<file path="src/rtl/alu_rmw_sequencer_if.sv">
// Memory-bus bundle between the RMW sequencer (master) and the CPU data bus (slave).
interface alu_rmw_sequencer_if #(
  parameter int ADDR_W = 16
) ();
  logic [ADDR_W-1:0] mem_addr;
  logic              mem_rd_EN;
  logic              mem_wr_EN;
  logic [7:0]        mem_wdata;
  logic [7:0]        mem_rdata;
  logic              rdy;

  modport master (
    output mem_addr, mem_rd_EN, mem_wr_EN, mem_wdata,
    input  mem_rdata, rdy
  );

  modport slave (
    input  mem_addr, mem_rd_EN, mem_wr_EN, mem_wdata,
    output mem_rdata, rdy
  );
endinterface

</file>
<file path="src/rtl/alu_rmw_sequencer.sv">
// 6502 read-modify-write sequencer: READ, DUMMY, optional FIX (ROR), WRITE.
// Define RMW_DUMMY_WRITE_EN for the cycle-accurate double write of the old value in DUMMY.
module alu_rmw_sequencer #(
  parameter int ADDR_W = 16
) (
  input  logic              clk,
  input  logic              rst_n,
  input  logic              start,
  input  logic [2:0]        op,
  input  logic [ADDR_W-1:0] addr,
  input  logic              carry_IN,
  output logic              busy,
  output logic              done,
  alu_rmw_sequencer_if.master bus,
  output logic [7:0]        alu_a_OUT,
  output logic [7:0]        alu_b_OUT,
  output logic              alu_carry_OUT,
  output logic              alu_sum_EN,
  output logic              alu_shiftRight_EN,
  output logic              alu_or_EN,
  input  logic [7:0]        alu_hold_IN,
  input  logic              alu_carry_IN,
  output logic [7:0]        result_OUT,
  output logic              carry_OUT,
  output logic              zero_OUT,
  output logic              negative_OUT,
  output logic              flag_nz_WE,
  output logic              flag_c_WE
);

  typedef enum logic [2:0] {
    S_IDLE, S_READ, S_DUMMY, S_FIX, S_WRITE
  } state_t;

  typedef enum logic [2:0] {
    OP_ASL = 3'd0, OP_LSR = 3'd1, OP_ROL = 3'd2,
    OP_ROR = 3'd3, OP_INC = 3'd4, OP_DEC = 3'd5
  } op_t;

  state_t            state_q, state_d;
  op_t               op_q;
  logic [ADDR_W-1:0] addr_q;
  logic              cin_q;
  logic [7:0]        operand_q;
  logic [7:0]        pass1_q;
  logic [7:0]        result_q;
  logic              c_q, z_q, n_q;
  logic              final_c;
  logic              capture_final;

  // Shifts take C from the adder carry or the bit shifted out; INC/DEC leave C alone.
  always_comb begin
    final_c = 1'b0;
    case (op_q)
      OP_ASL, OP_ROL: final_c = alu_carry_IN;
      OP_LSR, OP_ROR: final_c = operand_q[0];
      default:        final_c = 1'b0;
    endcase
  end

  assign capture_final = (state_q == S_FIX) ||
                         ((state_q == S_DUMMY) && (op_q != OP_ROR));

  always_ff @(posedge clk) begin
    if (!rst_n) begin
      state_q   <= S_IDLE;
      op_q      <= OP_ASL;
      addr_q    <= '0;
      cin_q     <= 1'b0;
      operand_q <= '0;
      pass1_q   <= '0;
      result_q  <= '0;
      c_q       <= 1'b0;
      z_q       <= 1'b0;
      n_q       <= 1'b0;
    end else begin
      state_q <= state_d;
      if ((state_q == S_IDLE) && start && (op <= 3'd5)) begin
        op_q   <= op_t'(op);
        addr_q <= addr;
        cin_q  <= carry_IN;
      end
      if ((state_q == S_READ) && bus.rdy)
        operand_q <= bus.mem_rdata;
      if (state_q == S_DUMMY)
        pass1_q <= alu_hold_IN;
      if (capture_final) begin
        result_q <= alu_hold_IN;
        z_q      <= (alu_hold_IN == '0);
        n_q      <= alu_hold_IN[7];
        c_q      <= final_c;
      end
    end
  end

  always_comb begin
    state_d           = state_q;
    done              = 1'b0;
    bus.mem_addr      = '0;
    bus.mem_rd_EN     = 1'b0;
    bus.mem_wr_EN     = 1'b0;
    bus.mem_wdata     = '0;
    alu_a_OUT         = '0;
    alu_b_OUT         = '0;
    alu_carry_OUT     = 1'b0;
    alu_sum_EN        = 1'b0;
    alu_shiftRight_EN = 1'b0;
    alu_or_EN         = 1'b0;
    flag_nz_WE        = 1'b0;
    flag_c_WE         = 1'b0;

    case (state_q)
      S_IDLE: begin
        if (start && (op <= 3'd5))
          state_d = S_READ;
      end

      S_READ: begin
        bus.mem_addr  = addr_q;
        bus.mem_rd_EN = 1'b1;
        if (bus.rdy)
          state_d = S_DUMMY;
      end

      S_DUMMY: begin
`ifdef RMW_DUMMY_WRITE_EN
        bus.mem_addr  = addr_q;
        bus.mem_wr_EN = 1'b1;
        bus.mem_wdata = operand_q;
`endif
        alu_a_OUT = operand_q;
        case (op_q)
          OP_ASL: begin alu_b_OUT = operand_q; alu_sum_EN = 1'b1; end
          OP_ROL: begin alu_b_OUT = operand_q; alu_carry_OUT = cin_q; alu_sum_EN = 1'b1; end
          OP_LSR, OP_ROR: alu_shiftRight_EN = 1'b1;
          OP_INC: begin alu_carry_OUT = 1'b1; alu_sum_EN = 1'b1; end
          OP_DEC: begin alu_b_OUT = 8'hFF; alu_sum_EN = 1'b1; end
          default: ;
        endcase
        state_d = (op_q == OP_ROR) ? S_FIX : S_WRITE;
      end

      // ROR: OR the old carry into bit 7 of the logical shift result.
      S_FIX: begin
        alu_a_OUT = pass1_q;
        alu_b_OUT = {cin_q, 7'b0};
        alu_or_EN = 1'b1;
        state_d   = S_WRITE;
      end

      S_WRITE: begin
        bus.mem_addr  = addr_q;
        bus.mem_wr_EN = 1'b1;
        bus.mem_wdata = result_q;
        done          = 1'b1;
        flag_nz_WE    = 1'b1;
        flag_c_WE     = (op_q != OP_INC) && (op_q != OP_DEC);
        state_d       = S_IDLE;
      end

      default: state_d = S_IDLE;
    endcase
  end

  assign busy         = (state_q != S_IDLE);
  assign result_OUT   = result_q;
  assign carry_OUT    = c_q;
  assign zero_OUT     = z_q;
  assign negative_OUT = n_q;

endmodule

</file>
<file path="src/flat_wrapper.sv">
// flat-port wrapper written by rule: the top's interface ports become plain ports
module alu_rmw_sequencer_flat 
#(
  parameter int ADDR_W = 16
)
  (clk, rst_n, start, op, addr, carry_IN, busy, done, alu_a_OUT, alu_b_OUT, alu_carry_OUT, alu_sum_EN, alu_shiftRight_EN, alu_or_EN, alu_hold_IN, alu_carry_IN, result_OUT, carry_OUT, zero_OUT, negative_OUT, flag_nz_WE, flag_c_WE, bus_mem_addr, bus_mem_rd_EN, bus_mem_wr_EN, bus_mem_wdata, bus_mem_rdata, bus_rdy);
  alu_rmw_sequencer_if #(.ADDR_W(ADDR_W)) bus_i ();
  input  logic clk;
  input  logic rst_n;
  input  logic start;
  input  logic [2:0] op;
  input  logic [ADDR_W-1:0] addr;
  input  logic carry_IN;
  output logic busy;
  output logic done;
  output logic [7:0] alu_a_OUT;
  output logic [7:0] alu_b_OUT;
  output logic alu_carry_OUT;
  output logic alu_sum_EN;
  output logic alu_shiftRight_EN;
  output logic alu_or_EN;
  input  logic [7:0] alu_hold_IN;
  input  logic alu_carry_IN;
  output logic [7:0] result_OUT;
  output logic carry_OUT;
  output logic zero_OUT;
  output logic negative_OUT;
  output logic flag_nz_WE;
  output logic flag_c_WE;
  output wire logic [$bits(bus_i.mem_addr)-1:0] bus_mem_addr;
  output wire logic [$bits(bus_i.mem_rd_EN)-1:0] bus_mem_rd_EN;
  output wire logic [$bits(bus_i.mem_wr_EN)-1:0] bus_mem_wr_EN;
  output wire logic [$bits(bus_i.mem_wdata)-1:0] bus_mem_wdata;
  input wire logic [$bits(bus_i.mem_rdata)-1:0] bus_mem_rdata;
  input wire logic [$bits(bus_i.rdy)-1:0] bus_rdy;
  assign bus_mem_addr = bus_i.mem_addr;
  assign bus_mem_rd_EN = bus_i.mem_rd_EN;
  assign bus_mem_wr_EN = bus_i.mem_wr_EN;
  assign bus_mem_wdata = bus_i.mem_wdata;
  assign bus_i.mem_rdata = bus_mem_rdata;
  assign bus_i.rdy = bus_rdy;
  alu_rmw_sequencer #(.ADDR_W(ADDR_W)) u_core (.clk(clk), .rst_n(rst_n), .start(start), .op(op), .addr(addr), .carry_IN(carry_IN), .busy(busy), .done(done), .bus(bus_i), .alu_a_OUT(alu_a_OUT), .alu_b_OUT(alu_b_OUT), .alu_carry_OUT(alu_carry_OUT), .alu_sum_EN(alu_sum_EN), .alu_shiftRight_EN(alu_shiftRight_EN), .alu_or_EN(alu_or_EN), .alu_hold_IN(alu_hold_IN), .alu_carry_IN(alu_carry_IN), .result_OUT(result_OUT), .carry_OUT(carry_OUT), .zero_OUT(zero_OUT), .negative_OUT(negative_OUT), .flag_nz_WE(flag_nz_WE), .flag_c_WE(flag_c_WE));
endmodule
</file>
<file path="config.mk">
export PLATFORM = sky130hd
export DESIGN_NAME = alu_rmw_sequencer_flat
export DESIGN_NICKNAME = d
export VERILOG_FILES = /design/src/rtl/alu_rmw_sequencer_if.sv /design/src/rtl/alu_rmw_sequencer.sv /design/src/flat_wrapper.sv
export SDC_FILE = /design/constraint.sdc
export NUM_CORES = 1
export LEC_CHECK = 0
export ABC_AREA = 1
export CAP_MARGIN = 25
export CORE_AREA = 2 2 77 79
export CTS_BUF_LIST = sky130_fd_sc_hd__clkbuf_4 sky130_fd_sc_hd__clkbuf_8
export DETAILED_ROUTE_END_ITERATION = 12
export DIE_AREA = 0 0 79 81
export PLACE_DENSITY_LB_ADDON = 0.3
export SLEW_MARGIN = 20
export SYNTH_ARGS = -nofsm -noshare
export SYNTH_HDL_FRONTEND = slang
export SYNTH_SLANG_ARGS = --single-unit
export TNS_END_PERCENT = 20
</file>
<file path="constraint.sdc">
create_clock -name clk -period 1.5 [get_ports clk]
set_input_delay 0.225 -clock clk [delete_from_list [all_inputs] [get_ports clk]]
set_output_delay 0.225 -clock clk [all_outputs]
set_load 0.01 [all_outputs]
</file>
Word level (Yosys, flattened, before mapping)
Cells that the tools add are included.
W data, S select, Z words.
{"block": "classes", "add_sub_neg": 0, "n_mul": 0, "div": 0, "order_cmp": 1, "eq_ne": 14, "n_shift": 0, "mux": 20, "bitwise": 0, "reduce_logical": 16}
{"op": "$pmux W8 S2", "count": 3}
{"op": "$mux W16", "count": 1}
{"op": "$eq A3 B2 Y1 const B", "count": 4}
{"op": "$pmux W3 S4", "count": 1}
{"op": "$eq A3 B3 Y1 const B", "count": 3}
{"op": "$mux W1", "count": 9}
{"op": "$mux W3", "count": 3}
{"op": "$logic_not A8 Y1", "count": 1}
{"op": "$mux W8", "count": 1}
{"op": "$eq A3 B1 Y1 const B", "count": 2}
{"op": "$logic_and A1 B1 Y1", "count": 6}
{"op": "$logic_not A3 Y1", "count": 2}
{"op": "$ne A3 B3 Y1 const B", "count": 2}
{"op": "$reduce_or A2 Y1", "count": 3}
{"op": "$ne A2 B2 Y1 const B", "count": 2}
{"op": "$pmux W1 S2", "count": 2}
{"op": "$reduce_or A4 Y1", "count": 1}
{"op": "$le A3 B3 Y1 const B", "count": 1}
{"op": "$ne A3 B2 Y1 const B", "count": 1}
{"op": "$reduce_bool A3 Y1", "count": 1}
{"op": "$reduce_and A2 Y1", "count": 1}
{"op": "$logic_or A1 B1 Y1", "count": 1}
{"block": "totals", "ff_bits": 50, "latchBits": 0, "mem_bits_rw": 0, "rom_bits": 0, "inputBits": 41, "word_cells": 61, "memories": 0}

Logic depth before layout (Yosys ltp)
Gate-level depths: netlist of run 1.
{"block": "logic_depth", "depth_word": 4, "depth_mapped": 7}

Worst setup path after synthesis of run 1
OpenSTA, ideal clock, no wires.
{"block": "synth_path", "path_kind": "reg-to-output", "startpoint": "register u_core.state_q[2]", "endpoint": "output port alu_b_OUT[1]", "t_arrival_ns": 1.155, "path_slack_ns": 0.120, "path_stages_with_launch": 7, "cell_sequence": "dfxtp_1 clkinv_2 nand2_2 nor2_4 inv_2 buf_6 o31ai_1"}
{"block": "synth_between", "elab_chain_len": 2}
{"element": "start, declared", "line": "alu_rmw_sequencer.sv:40", "rtl": "state_t state_q, state_d;"}
{"element": "start signal, assigned", "line": "alu_rmw_sequencer.sv:77", "rtl": "state_q <= state_d;"}
{"element": "$eq A3 B2 Y1", "line": "alu_rmw_sequencer.sv:112", "rtl": "case (state_q)"}
{"element": "$pmux W8 S2 *", "line": "alu_rmw_sequencer.sv:112"}
{"element": "end, declared", "line": "flat_wrapper.sv:17", "rtl": "output logic [7:0] alu_b_OUT;"}
Every way passes the cells marked *; elsewhere a longest branch is shown, timed or not.

Worst setup path after layout of run 1
{"block": "layout_path", "startpoint": "register u_core.state_q[1]", "endpoint": "output port alu_b_OUT[5]"}
Same word-level chain as after synthesis.

==> results of run 1 <==
metal layers:
| layer | wire length [microns] | track usage (%) | part of all wire [%] |
|---|---|---|---|
| met5 | 0 | 0 | 0 |
| met4 | 109 | 7.59 | 1.6 |
| met3 | 418 | 4.22 | 6.1 |
| met2 | 3410 | 38.3 | 50 |
| met1 | 2930 | 26.0 | 43 |
worst max-delay path by stage:
stage | to | slack [ns] | depth (start not counted)
final | alu_b_OUT[5] | -0.25 | 6
after detailed placement | bus_mem_addr[15] | -0.41 | 6
after global routing | alu_b_OUT[2] | -0.28 | 6
after global placement | alu_b_OUT[5] | -0.38 | 6
after CTS | alu_b_OUT[5] | -0.25 | 7
after floorplan | alu_b_OUT[1] | 0.12 | 6
registers in the layout, summed over array words and instances (netlist names):
signal and flops:
u_core.addr_q 16, u_core.carry_OUT 1, u_core.cin_q 1, u_core.op_q 3
u_core.operand_q 8, u_core.pass1_q 8, u_core.result_OUT 8, u_core.state_q 3
u_core.zero_OUT 1
metrics by stage:
stage	setup WS [ns]	total power, uW	util [%]	setup TNS [ns]
2_1_floorplan	0.120	2070	-	0
3_3_place_gp	-0.384	2510	63.5	-12.14
3_5_place_dp	-0.409	2530	63.5	-14.54
4_1_cts	-0.249	3560	66.2	-8.96
5_1_grt	-0.284	3780	66.2	-11.13
6_report	-0.251	3600	66.2	-7.71
area by class of cell:
cell class	count	area, sq um
fillers	495	1920
clock buffers	5	68.8
inverters	52	209
multi-input cells	221	1180
well taps	75	93.8
clock inverters	3	46.3
repair buffers	140	1160
flip-flops and latches	49	991
worst max-delay path, cell delays in order, from the launching register on:
cell and delay, ns:
dfxtp_4 0.40, nand2_4 0.06, nor2_4 0.18, inv_4 0.09, buf_12 0.15, o31ai_4 0.17
buf_2 0.16
layout by cell type, fill, tap and decap left out, drive strengths merged, types with 3 or more instances in the layout:
master and n:
o21ai 47, buf 84, nor2 104, clkinv 3, clkdlybuf4s50 50, clkbuf 6, a21oi 19, nand3 4
nand2 36, clkdlybuf4s15 3, o22ai 4, inv 50, dfxtp 49, o31ai 4
cell families after synthesis:
| kind of cell | count (synthesis) | synth area share, % |
|---|---|---|
| buffers and inverters | 68 | 13.7 |
| flip-flops | 49 | 41.6 |
| AND/OR/NAND/NOR | 145 | 27.6 |
| AO/OA/AOI/OAI | 76 | 17.1 |
report_power, final:
part / total [uW] / switching [uW] / leakage (uW) / internal, uW
logic: 1110 / 599 / 0.00119 / 509
clock network: 964 / 464 / 0.0000543 / 500
registers: 1530 / 86.9 / 0.000403 / 1440
total: 3600 / 1150 / 0.00164 / 2450
what timing repair did:
item	CTS	global route
pin swaps	5	5
endpoints found under the setup margin	51	81
cloned	1	0
buffers inserted	4	1
resized for setup	197	48
hold buffers	0	0
==> results.cfg, run 1 <==
[logic_synthesis]
synth-seq-cells = 49
yosysWarnings = 0
yosysMostFrequentCell = nor2_1
netlist_top_cells_count = 77 x nor2_1, 49 x dfxtp_1, 43 x inv_1, 39 x o21ai_0, 33 x nand2_1
synth_edf_count = 0
yosysSeqAreaShare_pct = 41.6
ys.flop_type = dfxtp_1
syn_nets = 379
synth_area_leader_cell = dfxtp_1
postSynthCellCount = 338
netlist_area_sq_um = 2360
postSynthAreaPerCell_sq_um = 6.98
synth_area_leaders = dfxtp_1 42%, nor2_1 12%, o21ai_0 8.3%
synth_async_sr_flop_share_pct = 0
ys_types = 24
synth_top_area_share_pct = 41.6

[clock_network]
root_buffer = clkbuf_8
clockBufferDepth = 2
clkTransAtPathRegs_ns = 0.09
cts_made_buffers = 5
cts_tree = done
worstSkewPairLatency_ns = 0.30
clock_sinks = 49
cts_max_level = 2

[die]
coreArea_sq_um = 5680
start_util_pct = 41.6
die_y_microns = 81
die-area_sq_um = 6400
num_rows = 28
dieWidth_microns = 79
ios = 102

[timing]
final.period_utilization_pct = 117
setup_ws_ns = -0.251
max-slew-margin-rel_pct = 69.0
fin_crit_ns = 1.75
hold_violations = 0
report.final.slew_viol_count = 0
fmax_mhz = 571
setup_viol = 48
clock-skew-final_ns = 0.00544
tightest_slew_ns = 0.465
timing.hold.ws_ns = 0.467
rsz0062_at_grt = true

[worst_setup_path]
cp_max_fo = 6
r2r_end = u_core.addr_q[5]
reg2regPathDepth = 8
crit_path_end_kind = primary output
cp.required_ns = 1.27
timing.rr.start = u_core.state_q[0]
r2r_slack_ns = 0.07
critPathArrivalTime_ns = 1.53
start_kind = flop
startpoint = u_core.state_q[1]
critical_path_class = reg2out

[placed_design]
port-buffer-count = 101
dp_cells = 532
place_hpwl_microns = 4930
routabilityCongestion = 0.828
placed_area_sq_um = 3610

[finish]
area_growth_pct = 59.3
drive_above_1_share_pct = 34.0
final_nets = 510
antenna_cells = 0
final_cell_area_sq_um = 3760
fin_cells = 545

[min_path]
hold_depth = 2
hp-class = reg2reg
worstHoldStart = u_core.pass1_q[1]
hold_end = u_core.pass1_q[1]

[global_route]
grt_pass1_vias = 2430
grt_pass1_wl_microns = 11000
grtUsageTotal_pct = 21.6
grt-ovfl-total = 0
grt_max_degree = 21
antenna_found_initial = 0

[power]
vdd_ir_drop_max_uv = 708
power-per-cell-area_nw_per_um2 = 958
p_leak_uw = 0.00164

[detailed_routing]
ant_nets = 0
via_per_inst = 4.73
post_drt_wl_per_cell_microns = 12.6
vias = 2577
drc_errors = 0
drt-pass1-iter-count = 5
first_iter_violations = 83
drt-total-wl_microns = 6870

[outcome]
violations = setup timing
status = finished, violations left

[flow_run]
cap_violations = 0
Note: power is estimated with default switching activity, not from simulation.
==> run 2, diff against run 1 <==
--- a/config.mk
+++ b/config.mk
@@ -7,10 +7,13 @@
 export LEC_CHECK = 0
 export ABC_AREA = 1
 export CAP_MARGIN = 25
-export CORE_AREA = 2 2 77 79
+export CELL_PAD_IN_SITES_DETAIL_PLACEMENT = 1
+export CELL_PAD_IN_SITES_GLOBAL_PLACEMENT = 1
+export CORE_AREA = 2 2 92 94
 export CTS_BUF_LIST = sky130_fd_sc_hd__clkbuf_4 sky130_fd_sc_hd__clkbuf_8
 export DETAILED_ROUTE_END_ITERATION = 12
-export DIE_AREA = 0 0 79 81
+export DIE_AREA = 0 0 94 96
+export GPL_ROUTABILITY_DRIVEN = 1
 export PLACE_DENSITY_LB_ADDON = 0.3
 export SLEW_MARGIN = 20
 export SYNTH_ARGS = -nofsm -noshare
==> run 2 against run 1 <==
Effect of this change: the run still ends with setup timing left; largest power group unchanged; clock skew up 0.0044 ns; via count up 1.4%; sequential power about the same; highest routed layer unchanged; worst setup slack worse by 0.034 ns; sequential share of layout area down 1.0 points; hold slack about the same; core utilization down 18 points; global-route usage down 3.0 points.
==> results.cfg, run 2 (same netlist as run 1, synthesis figures left out) <==
[outcome]
status = finished, violations left
violations = setup timing

[worst_setup_path]
timing.rr.start = u_core.state_q[1]
critPathArrivalTime_ns = 1.56
critical_path_class = reg2out
cp_top_family = buffers and inverters
crit_path_end_kind = primary output
r2r_slack_ns = 0.05
reg2regPathDepth = 8
cp.required_ns = 1.27
crit_buf_inv = 3
crit_slowest_cell = dfxtp_4
crit_chain = nand2_4, nor2_4, buf_4, nand3_2, buf_6, o21ai_0, buf_2
max_stage_delay_ns = 0.40
cp_max_fo = 7
start_kind = flop
r2r_end = u_core.addr_q[13]

[detailed_routing]
drc_errors = 0
vias = 2613
first_iter_violations = 86
drt-total-wl_microns = 8210
ant_nets = 0
drt-pass1-iter-count = 4
post_drt_wl_per_cell_microns = 14.2
via_per_inst = 4.53

[clock_network]
clockBufferDepth = 2
ctsHoldBuffers = 0
cts_max_level = 2
cts_tree = done
clock_sinks = 49
clkTransAtPathRegs_ns = 0.09
root_buffer = clkbuf_8
worstSkewPairLatency_ns = 0.31
cts_made_buffers = 5

[finish]
layout_common_cells = 72 x nor2_1, 45 x dfxtp_1, 44 x clkdlybuf4s50_1
fin_util_pct = 48.5
area_growth_pct = 65.6
layout.cells.most_common = nor2_1
largest-register = u_core.addr_q
drive_above_1_share_pct = 33.9
nFillCells = 1006
antenna_cells = 0
final_nets = 512
largest_reg_flops = 16

[placed_design]
routabilityCongestion = 0.794
port-buffer-count = 101
place_hpwl_microns = 5950

[timing]
clock-skew-final_ns = 0.00980
tightest_slew_ns = 0.476
rsz0062_at_grt = true
fin_crit_ns = 1.79
final.period_utilization_pct = 119
hold_violations = 0
setup_ws_ns = -0.285
max-slew-margin-rel_pct = 68.2
fmax_mhz = 560
tns_ns = -9.47
report.final.slew_viol_count = 0
setup_viol = 48

[die]
dieWidth_microns = 94
num_rows = 33
coreArea_sq_um = 8050
ios = 102
die-area_sq_um = 9020
die_y_microns = 96
start_util_pct = 29.3

[power]
vdd_ir_drop_max_uv = 404
p_leak_uw = 0.00177
power-per-cell-area_nw_per_um2 = 938

[global_route]
grtUsageTotal_pct = 18.5
grt_pass1_wl_microns = 13100
grt_max_degree = 29
antenna_found_initial = 0
grt-ovfl-total = 0
grt_pass1_vias = 2692

[min_path]
hold_depth = 2
hold_end = u_core.pass1_q[3]
hp-class = reg2reg
worstHoldStart = u_core.pass1_q[3]

[flow_run]
cap_violations = 0
## run 2: cell count changes in the layout (fill, tap and decap cells not counted), sizes merged
cell | previous run | this run
buf | 84 | 79
clkbuf | 6 | 7
clkdlybuf4s15 | 3 | 9
clkdlybuf4s50 | 50 | 44
clkinv | 3 | 4
clkinvlp | 1 | 0
dlygate4sd2 | 1 | 2
dlymetal6s2s | 1 | 7
inv | 50 | 49
## run 2: worst min-delay path: stages, from the launching register on
cell     delay [ns]
dfxtp_1        0.31
inv_1          0.06
a21oi_1        0.06
## run 2: repair_timing
action | 4_1_cts | 5_1_grt
cloned | 1 | 0
gates resized for setup | 227 | 23
pin swaps | 5 | 2
setup endpoints to repair | 62 | 89
buffers inserted | 6 | 2
## run 2: how the worst max path moves through the flow
stage	depth (start not counted)	slack, ns	startpoint	endpoint
CTS	6	-0.28	u_core.state_q[1]	alu_b_OUT[5]
global placement	6	-0.42	u_core.state_q[1]	alu_b_OUT[5]
detailed placement	6	-0.47	u_core.state_q[1]	alu_b_OUT[5]
floorplan	6	0.12	u_core.state_q[2]	alu_b_OUT[1]
global route	7	-0.34	u_core.state_q[1]	alu_b_OUT[3]
finish	7	-0.29	u_core.state_q[1]	alu_b_OUT[0]
## run 2: area by class of cell
class                   count  area (sq um)  share of cell area [%]
flip-flops and latches     49           991                    25.4
well taps                 105           131                    3.36
inverters                  52           209                    5.35
clock inverters             2          38.8                   0.993
repair buffers            142          1280                    32.9
multi-input cells         221          1170                    30.1
clock buffers               6          76.3                    1.95
## run 2: report_power, final
group	internal, uW	switching [uW]	total, uW
Combinational	515	619	1130
Sequential	1440	88.4	1530
Clock	520	481	1000
Total	2480	1190	3660
## run 2: metal layers
metal / vias up / wire (microns) / track usage (%)
met3: 12 / 327 / 3.21
met1: 1234 / 3490 / 21.7
met4: 0 / 125 / 6.16
li1: 1311 / - / -
met2: 56 / 4260 / 34.2
met5: - / 0 / 0
## run 2: per-stage QoR
stage / instances / area (sq um) / total power (uW) / worst slack [ns] / hold WS (ns)
CTS: 575 / 3850 / 3650 / -0.276 / 0.457
global route: 577 / 3910 / 3880 / -0.336 / 0.498
finish: 577 / 3910 / 3660 / -0.285 / 0.467
floorplan: 338 / 2360 / 2070 / 0.120 / 0.353
global placement: 560 / 3640 / 2530 / -0.418 / 0.435
detailed placement: 560 / 3640 / 2560 / -0.471 / 0.446
